File: src/rtl/sdram_arb_pkg.sv
// sdram_arb_pkg
//   Shared types and constants for the two-port SDRAM arbiter.
//   - arb_state_e : arbiter FSM states (IDLE, ACCEPT, WAIT_DONE)
//   - PORT_D/PORT_I : owner index of the data port (0) and instruction-fetch port (1)
//   - DEF_* : default address, data and watchdog widths
package sdram_arb_pkg;

  typedef enum logic [1:0] {
    IDLE      = 2'd0,
    ACCEPT    = 2'd1,
    WAIT_DONE = 2'd2
  } arb_state_e;

  localparam logic PORT_D = 1'b0;
  localparam logic PORT_I = 1'b1;

  localparam int DEF_ADDR_W    = 24;
  localparam int DEF_DATA_W    = 16;
  localparam int DEF_TIMEOUT_W = 10;

endpackage

File: src/rtl/sdram_arb_port.sv
// sdram_arb_port
//   Per-port completion register. Turns the arbiter's one-cycle completion
//   strobes into registered pN_done / pN_err pulses and holds the last read
//   word until the next successful read on this port.
// Ports
//   clk, rst    : clock, asynchronous active-high reset
//   done_set    : access owned by this port completes this cycle
//   err_set     : completion is a watchdog abort
//   rdata_load  : read data captured this cycle
//   rdata_in    : read data from the controller
//   done, err   : registered completion pulse and its error qualifier
//   rdata       : held read data
module sdram_arb_port
  import sdram_arb_pkg::*;
#(
  parameter int DATA_W = DEF_DATA_W
) (
  input  logic              clk,
  input  logic              rst,
  input  logic              done_set,
  input  logic              err_set,
  input  logic              rdata_load,
  input  logic [DATA_W-1:0] rdata_in,
  output logic              done,
  output logic              err,
  output logic [DATA_W-1:0] rdata
);

  always_ff @(posedge clk or posedge rst) begin
    if (rst) begin
      done  <= 1'b0;
      err   <= 1'b0;
      rdata <= '0;
    end else begin
      done <= done_set;
      err  <= err_set;
      if (rdata_load) rdata <= rdata_in;
    end
  end

endmodule

File: src/rtl/sdram_arbiter.sv
// sdram_arbiter
//   Shares the single-access SDRAM controller between port 0 (data load/store)
//   and port 1 (instruction fetch). One access is outstanding at a time: a
//   request is latched, issued with a one-cycle m_read_req/m_write_req strobe,
//   held stable on m_addr/m_wdata and completed back to its owner.
//   A watchdog aborts an access that does not finish within 2**TIMEOUT_W-1
//   cycles of issue, reporting pN_done with pN_err.
// Configuration
//   SDRAM_ARB_RR_EN : round-robin on ties (port not served last wins).
//                     Undefined: fixed priority, port 0 over port 1.
// Ports
//   clk, rst                    : clock, asynchronous active-high reset
//   pN_req/we/addr/wdata        : port N request (level) and its attributes
//   pN_gnt                      : pulse, request latched
//   pN_done/pN_err/pN_rdata     : completion pulse, abort flag, held read data
//   m_addr/m_wdata              : controller address/data, stable per access
//   m_read_req/m_write_req      : one-cycle controller strobes
//   m_busy/m_read_ready/m_rdata : controller status and read return
module sdram_arbiter
  import sdram_arb_pkg::*;
#(
  parameter int ADDR_W    = DEF_ADDR_W,
  parameter int DATA_W    = DEF_DATA_W,
  parameter int TIMEOUT_W = DEF_TIMEOUT_W
) (
  input  logic              clk,
  input  logic              rst,
  input  logic              p0_req,
  input  logic              p0_we,
  input  logic [ADDR_W-1:0] p0_addr,
  input  logic [DATA_W-1:0] p0_wdata,
  output logic              p0_gnt,
  output logic              p0_done,
  output logic [DATA_W-1:0] p0_rdata,
  output logic              p0_err,
  input  logic              p1_req,
  input  logic              p1_we,
  input  logic [ADDR_W-1:0] p1_addr,
  input  logic [DATA_W-1:0] p1_wdata,
  output logic              p1_gnt,
  output logic              p1_done,
  output logic [DATA_W-1:0] p1_rdata,
  output logic              p1_err,
  output logic [ADDR_W-1:0] m_addr,
  output logic [DATA_W-1:0] m_wdata,
  output logic              m_read_req,
  output logic              m_write_req,
  input  logic              m_busy,
  input  logic              m_read_ready,
  input  logic [DATA_W-1:0] m_rdata
);

  // Expiry is detected one count early so the abort pulse appears in the
  // cycle the counter reaches its all-ones value.
  localparam logic [TIMEOUT_W-1:0] WDOG_LAST = {{(TIMEOUT_W-1){1'b1}}, 1'b0};
  localparam logic [TIMEOUT_W-1:0] WDOG_ONE  = {{(TIMEOUT_W-1){1'b0}}, 1'b1};

  arb_state_e           state;
  logic                 owner;
  logic                 we_q;
  logic [TIMEOUT_W-1:0] wdog;

  logic                 any_req;
  logic                 sel;
  logic                 sel_we;
  logic [ADDR_W-1:0]    sel_addr;
  logic [DATA_W-1:0]    sel_wdata;

  logic                 rd_fin;
  logic                 wr_fin;
  logic                 wd_exp;
  logic                 fin;

`ifdef SDRAM_ARB_RR_EN
  logic                 last_port;
`endif

  // Winner select
  always_comb begin
    any_req = p0_req | p1_req;
`ifdef SDRAM_ARB_RR_EN
    if (p0_req && p1_req) sel = ~last_port;
    else                  sel = p0_req ? PORT_D : PORT_I;
`else
    sel = p0_req ? PORT_D : PORT_I;
`endif
    sel_we    = (sel == PORT_I) ? p1_we    : p0_we;
    sel_addr  = (sel == PORT_I) ? p1_addr  : p0_addr;
    sel_wdata = (sel == PORT_I) ? p1_wdata : p0_wdata;
  end

  // Completion conditions; a real completion always beats a coincident expiry
  always_comb begin
    rd_fin = (state == WAIT_DONE) && !we_q && m_read_ready;
    wr_fin = (state == WAIT_DONE) &&  we_q && !m_busy;
    wd_exp = ((state == ACCEPT) || (state == WAIT_DONE)) && (wdog == WDOG_LAST)
             && !rd_fin && !wr_fin;
    fin    = rd_fin | wr_fin | wd_exp;
  end

  // Issue / wait / complete FSM with its registered strobes and m_* latches
  always_ff @(posedge clk or posedge rst) begin
    if (rst) begin
      state       <= IDLE;
      owner       <= PORT_D;
      we_q        <= 1'b0;
      wdog        <= '0;
      m_addr      <= '0;
      m_wdata     <= '0;
      m_read_req  <= 1'b0;
      m_write_req <= 1'b0;
      p0_gnt      <= 1'b0;
      p1_gnt      <= 1'b0;
`ifdef SDRAM_ARB_RR_EN
      last_port   <= PORT_I;
`endif
    end else begin
      m_read_req  <= 1'b0;
      m_write_req <= 1'b0;
      p0_gnt      <= 1'b0;
      p1_gnt      <= 1'b0;
      case (state)
        IDLE: begin
          wdog <= '0;
          if (!m_busy && any_req) begin
            owner       <= sel;
            we_q        <= sel_we;
            m_addr      <= sel_addr;
            m_wdata     <= sel_wdata;
            m_read_req  <= ~sel_we;
            m_write_req <= sel_we;
            p0_gnt      <= (sel == PORT_D);
            p1_gnt      <= (sel == PORT_I);
`ifdef SDRAM_ARB_RR_EN
            last_port   <= sel;
`endif
            state       <= ACCEPT;
          end
        end
        ACCEPT: begin
          wdog <= wdog + WDOG_ONE;
          if (wd_exp)      state <= IDLE;
          else if (m_busy) state <= WAIT_DONE;
        end
        WAIT_DONE: begin
          wdog <= wdog + WDOG_ONE;
          if (fin) state <= IDLE;
        end
        default: state <= IDLE;
      endcase
    end
  end

  // Per-port completion registers
  sdram_arb_port #(.DATA_W(DATA_W)) u_port0 (
    .clk        (clk),
    .rst        (rst),
    .done_set   (fin    && (owner == PORT_D)),
    .err_set    (wd_exp && (owner == PORT_D)),
    .rdata_load (rd_fin && (owner == PORT_D)),
    .rdata_in   (m_rdata),
    .done       (p0_done),
    .err        (p0_err),
    .rdata      (p0_rdata)
  );

  sdram_arb_port #(.DATA_W(DATA_W)) u_port1 (
    .clk        (clk),
    .rst        (rst),
    .done_set   (fin    && (owner == PORT_I)),
    .err_set    (wd_exp && (owner == PORT_I)),
    .rdata_load (rd_fin && (owner == PORT_I)),
    .rdata_in   (m_rdata),
    .done       (p1_done),
    .err        (p1_err),
    .rdata      (p1_rdata)
  );

endmodule

File: config.mk
export PLATFORM = sky130hd
export DESIGN_NAME = sdram_arbiter
export DESIGN_NICKNAME = d
export VERILOG_FILES = /design/src/rtl/sdram_arb_pkg.sv /design/src/rtl/sdram_arb_port.sv /design/src/rtl/sdram_arbiter.sv
export SDC_FILE = /design/constraint.sdc
export NUM_CORES = 1
export LEC_CHECK = 0
export BUFFER_PORTS_ARGS = -buffer_cell sky130_fd_sc_hd__buf_2
export CELL_PAD_IN_SITES_DETAIL_PLACEMENT = 1
export CELL_PAD_IN_SITES_GLOBAL_PLACEMENT = 2
export CORE_MARGIN = 2
export CORE_UTILIZATION = 31
export DETAILED_ROUTE_END_ITERATION = 8
export PLACE_DENSITY = 0.9
export SYNTH_ARGS = -nofsm -noshare
export SYNTH_HDL_FRONTEND = slang
export SYNTH_HIERARCHICAL = 1
export SYNTH_SLANG_ARGS = --single-unit
File: constraint.sdc
create_clock -name clk -period 4.55 [get_ports clk]
set_input_delay 0.91 -clock clk [delete_from_list [all_inputs] [get_ports clk]]
set_output_delay 0.91 -clock clk [all_outputs]
set_load 0.005 [all_outputs]
## Word level (Yosys, flattened, before mapping)

Index checks and enable logic that the tools add are counted.

- Bits in registers: 94
- Logic and storage cells: 70
- Input port bits: 104
- Output and inout port bits: 80

- Reductions and logical operators: 24
- Equal/unequal tests: 6
- $add $sub $neg: 1
- Bitwise logic cells: 5
- Muxes and demuxes: 18

Operators with widths:

| cell | count |
|---|---|
| $mux W24 | 1 |
| $pmux W10 S2 | 1 |
| $mux W16 | 1 |
| $logic_and A1 B1 Y1 | 14 |
| $add A10 B1 Y10 const B | 1 |
| $eq A10 B10 Y1 const B | 1 |
| $mux W1 | 10 |
| $mux W2 | 4 |
| $pmux W2 S3 | 1 |
| $logic_not A1 Y1 | 4 |
| $ne A2 B2 Y1 const B | 2 |
| $ne A3 B3 Y1 const B | 1 |
| $or A1 B1 Y1 | 3 |
| $reduce_and A3 Y1 | 1 |
| $eq A2 B1 Y1 const B | 1 |
| $eq A2 B2 Y1 const B | 1 |
| $logic_not A2 Y1 | 1 |
| $not A1 Y1 | 2 |
| $reduce_and A2 Y1 | 1 |
| $reduce_bool A2 Y1 | 1 |
| $reduce_or A2 Y1 | 1 |
| $logic_or A1 B1 Y1 | 1 |

## Longest topological paths before layout

- Depth in word-level cells: 9
- Mapped depth: 8
- Depth with buffers taken out: 7

## Hierarchy

The synthesis kept the hierarchy.

Modules (own cells, without submodules):

| module | area each (um2) | instances | cells an instance | seq. area each (um2) |
|---|---|---|---|---|
| sdram_arbiter | 2797.7 | 1 | 280 | 1451.4 |
| sdram_arb_port | 703.2 | 2 | 37 | 450.4 |

## Worst setup path after synthesis

No wires, ideal clock.

- Path kind: input-to-reg
- Start: input port p0_req
- End: register m_wdata[10]
- Slack: 2.507 ns
- Stages on the path: 7
- Setup time: 0.132 ns
- Path buffers: 3
- Arrival time: 1.911 ns
- Data required time: 4.418 ns
- Path through: buf_2 > nor2_1 > nor2_1 > nand2_1 > clkbuf_1 > clkbuf_1 > o21ai_1

- Longest elaborated chain between the ends: 3
- Elaborated cells between the ends (all ways): 4
- Classes of those cells: mux: 1; bitwise: 1; reduce/logical: 2

RTL lines:

| what | line | text |
|---|---|---|
| start, declared | sdram_arbiter.sv:28 | `input logic p0_req,` |
| $or A1 B1 Y1 | sdram_arbiter.sv:80 | `any_req = p0_req \| p1_req;` |
| $logic_and A1 B1 Y1 | sdram_arbiter.sv:125 | `if (!m_busy && any_req) begin` |
| $reduce_and A2 Y1 (no line) | -- |  |
| end signal, assigned | sdram_arbiter.sv:129 | `m_wdata <= sel_wdata;` |
| end, declared | sdram_arbiter.sv:45 | `output logic [DATA_W-1:0] m_wdata,` |

Parallel ways exist; a longest one is shown, timed or not.
A chain may end at the register's enable or synchronous reset.

## Worst setup path after layout

- Start: input port m_busy
- End: register m_wdata[15]

- Longest elaborated chain between the ends: 3

RTL lines:

| what | line | text |
|---|---|---|
| start, declared | sdram_arbiter.sv:48 | `input logic m_busy,` |
| $logic_not A1 Y1 | sdram_arbiter.sv:125 |  |
| $logic_and A1 B1 Y1 | sdram_arbiter.sv:125 |  |
| $reduce_and A2 Y1 (no line) | -- |  |

Every way passes these cells.

==> flow_metrics.py <==
metrics = {
    "timing": {
        "fmax_mhz": 471,
        "finalCriticalPeriod_ns": 2.12,
        "fin_ws_ns": 2.43,
        "rsz0062_at_grt": "false",
        "hold_viol_final": 0,
        "timing.slew.headroom_pct": 49.4,
        "skew_ns": 0.00943,
        "fin_setup_tns_ns": 0,
        "slew_violations": 0,
        "worst_slew_pin_slew_ns": 0.758,
        "finalSetupViolCount": 0,
        "period_share_pct": 46.7,
    },
    "clock_tree": {
        "cts_root_buffer": "clkbuf_16",
        "h-tree-depth": 3,
        "numCtsBuffers": 9,
        "cts_sinks": 94,
        "clkLatencyLatePin_ns": 0.34,
        "clk_pin_slew_ns": 0.06,
        "cts_tree": "done",
        "cts.repair.resized": 0,
        "clockBufferDepth": 2,
        "cts_hold_buf": 0,
        "cts_setup_buffers": 0,
    },
    "global_route": {
        "grt_max_degree": 53,
        "grt_pass1_wl_mm": 18.6,
        "antenna_found_initial": 1,
        "grt_pass1_vias": 3609,
        "grt_usage_pct": 16.1,
        "grt_overflow": 0,
    },
    "worst_setup_path": {
        "critPathMaxStageDelay_ns": 0.42,
        "criticalPathCategory": "input pin to register",
        "crit_path_max_fanout": 52,
        "arrival_ns": 2.33,
        "worst_path_max_delay_cell": "buf_4",
        "start_kind": "input pin",
        "crit_chain": "buf_2 > nor2_1 > nand2_2 > buf_4 > nand2_1 > o21ai_1",
        "crit_required_ns": 4.76,
        "critical_path_buf_inv_count": 2,
        "cp-end-kind": "register",
        "cp_top_family": "simple AND/OR/NAND/NOR gates",
    },
    "finish": {
        "syn_to_final_growth_pct": 32.3,
        "nNetsFinal": 644,
        "drive_gt1_share_pct": 45.8,
        "finish.instance_area_mm2": 0.00556,
        "post-route-util_pct": 42.0,
        "n_antenna_cell": 0,
    },
    "power_and_ir_drop": {
        "total_power_mw": 3.10,
        "pwr_density_cell_mw_per_mm2": 557,
        "static-leakage-power_nw": 3.01,
        "ir_drop_uv": 229,
    },
    "placed_design": {
        "dpl.hpwl_mm": 8.73,
        "numPortBuffers": 183,
        "dpl_cell_area_mm2": 0.00526,
        "place_ws_ns": 2.03,
        "globalplace.congestion": 0.720,
    },
    "logic_synthesis": {
        "synth_mux_area_share_pct": 20.1,
        "synthSimpleGateAreaFrac_pct": 9.49,
        "ys_ff_latch": 94,
        "synth_seq_area_share_pct": 56.0,
        "yosysTopAreaCellShare_pct": 56.0,
        "synth_fp_nets": 464,
        "synth_compound_area_share_pct": 7.62,
        "synth_enable_flop_cells": 0,
        "syn_area_mm2": 0.00420,
        "synth_area_leaders": "dfrtp_1 (56%), mux2i_1 (9.8%), mux2_4 (7.1%)",
        "ys_types": 38,
        "synth_xor_area_share_pct": 1.04,
        "yosysMostFrequentCell": "dfrtp_1",
        "ys_warn_count": 6,
        "yosys-top-cells-count": "dfrtp_1 (94), nand2_1 (50), mux2i_1 (41)",
        "synth_top_family_by_area": "multiplexers",
        "synthCells": 354,
        "synth.largest_area_cell": "dfrtp_1",
        "synthArstFlopShare_pct": 100,
        "avgSynthCellArea_um2": 11.9,
        "synthAdderAreaFrac_pct": 1.79,
        "synth_top_flop_cell": "dfrtp_1",
    },
    "status": {
        "status": "finished, final reports clean",
    },
    "route": {
        "avgViaCountPerCell": 4.61,
        "num_vias": 3299,
        "remaining_drc_errors": 0,
        "wire_per_inst_um": 16.1,
        "drt_wl_total_mm": 11.5,
        "final_antenna_net_count": 0,
        "drt-initial-drc-count": 90,
        "first_pass_iters": 4,
    },
    "die": {
        "start_util_pct": 31.7,
        "core_mm2": 0.0132,
        "ioPinCount": 184,
        "design.die.area_mm2": 0.0145,
        "rows": 42,
        "die_w_um": 120,
        "die_y_um": 120,
    },
    "hold_path": {
        "min_path_type": "register to register",
    },
    "job": {
        "max-cap-violations": 0,
    },
}
## kinds of logic after synthesis
kind of cell / count (synthesis)
XOR/XNOR: 5
AND/OR/NAND/NOR: 87
buffers and inverters: 30
AO/OA/AOI/OAI: 59
adder cells (fa/ha/maj): 6
flip-flops: 94
multiplexers: 73
## tightest hold or removal path: cells and delay by family (launching register included)
family           cells  cell delay (ns)
AO/OA/AOI/OAI        1             0.06
AND/OR/NAND/NOR      1             0.05
flip-flops           1             0.34
## through the flow
stage / hold slack [ns] / instances
floorplan: 0.443 / 354
global placement: 0.458 / 699
detailed placement: 0.470 / 699
CTS: 0.485 / 715
global route: 0.519 / 715
finish: 0.480 / 715
## state kept, by name (all words and copies together), names as in the netlist
signal         flops
m_addr            24
m_read_req         1
m_wdata           16
m_write_req        1
owner              1
p0_gnt             1
p1_gnt             1
state              2
u_port0/done       1
u_port0/err        1
u_port0/rdata     16
u_port1/done       1
u_port1/err        1
u_port1/rdata     16
wdog              10
we_q               1
## path summary, 6_finish.rpt
| kind | endpoint | slack, ns | startpoint | depth (start not counted) |
|---|---|---|---|---|
| min | m_wdata[13] | 0.48 | m_wdata[13] | 2 |
| min in group asynchronous | m_addr[23] | 0.63 | rst | 2 |
| max reg2reg | state[1] | 2.51 | state[1] | 7 |
| min reg2reg | m_wdata[13] | 0.48 | m_wdata[13] | 2 |
| max | m_wdata[15] | 2.43 | m_busy | 6 |
| max in group asynchronous | wdog[7] | 3.07 | rst | 3 |
## cell type report
cell class,instances,area [um^2]
fill,1531,7680
sequential,94,2350
multi-input combinational,230,1700
timing repair buffer,188,953
clock buffer,12,267
tap,176,220
inverter,11,41.3
clock inverter,4,30.0
## where the power goes
| group | total [mW] | internal (mW) | switching [mW] |
|---|---|---|---|
| clock | 0.735 | 0.416 | 0.319 |
| sequential | 1.35 | 1.16 | 0.195 |
| combinational | 1.01 | 0.505 | 0.508 |
| total | 3.10 | 2.08 | 1.02 |
## cells in the final DEF (no fill, tap or decap), types with 4 or more instances in the layout
cell | synthesis | final
buf_4 | 0 | 5
nand2_1 | 50 | 49
o21ai_1 | 16 | 16
nand3_1 | 6 | 6
inv_1 | 10 | 9
a21oi_1 | 5 | 5
xnor2_1 | 4 | 4
clkbuf_16 | 0 | 9
o21ai_0 | 28 | 28
dfrtp_1 | 94 | 94
nor2_1 | 12 | 12
mux2_2 | 12 | 12
mux2i_1 | 41 | 41
mux2_4 | 20 | 20
ha_1 | 6 | 6
buf_2 | 6 | 183
## routing by layer
metal  track usage [%]  wire length (um)
met1              20.1              4970
met2              28.1              5720
met3              3.96               699
met4              4.00               102
met5                 0                 0
Note: power is estimated with default switching activity, not from simulation.
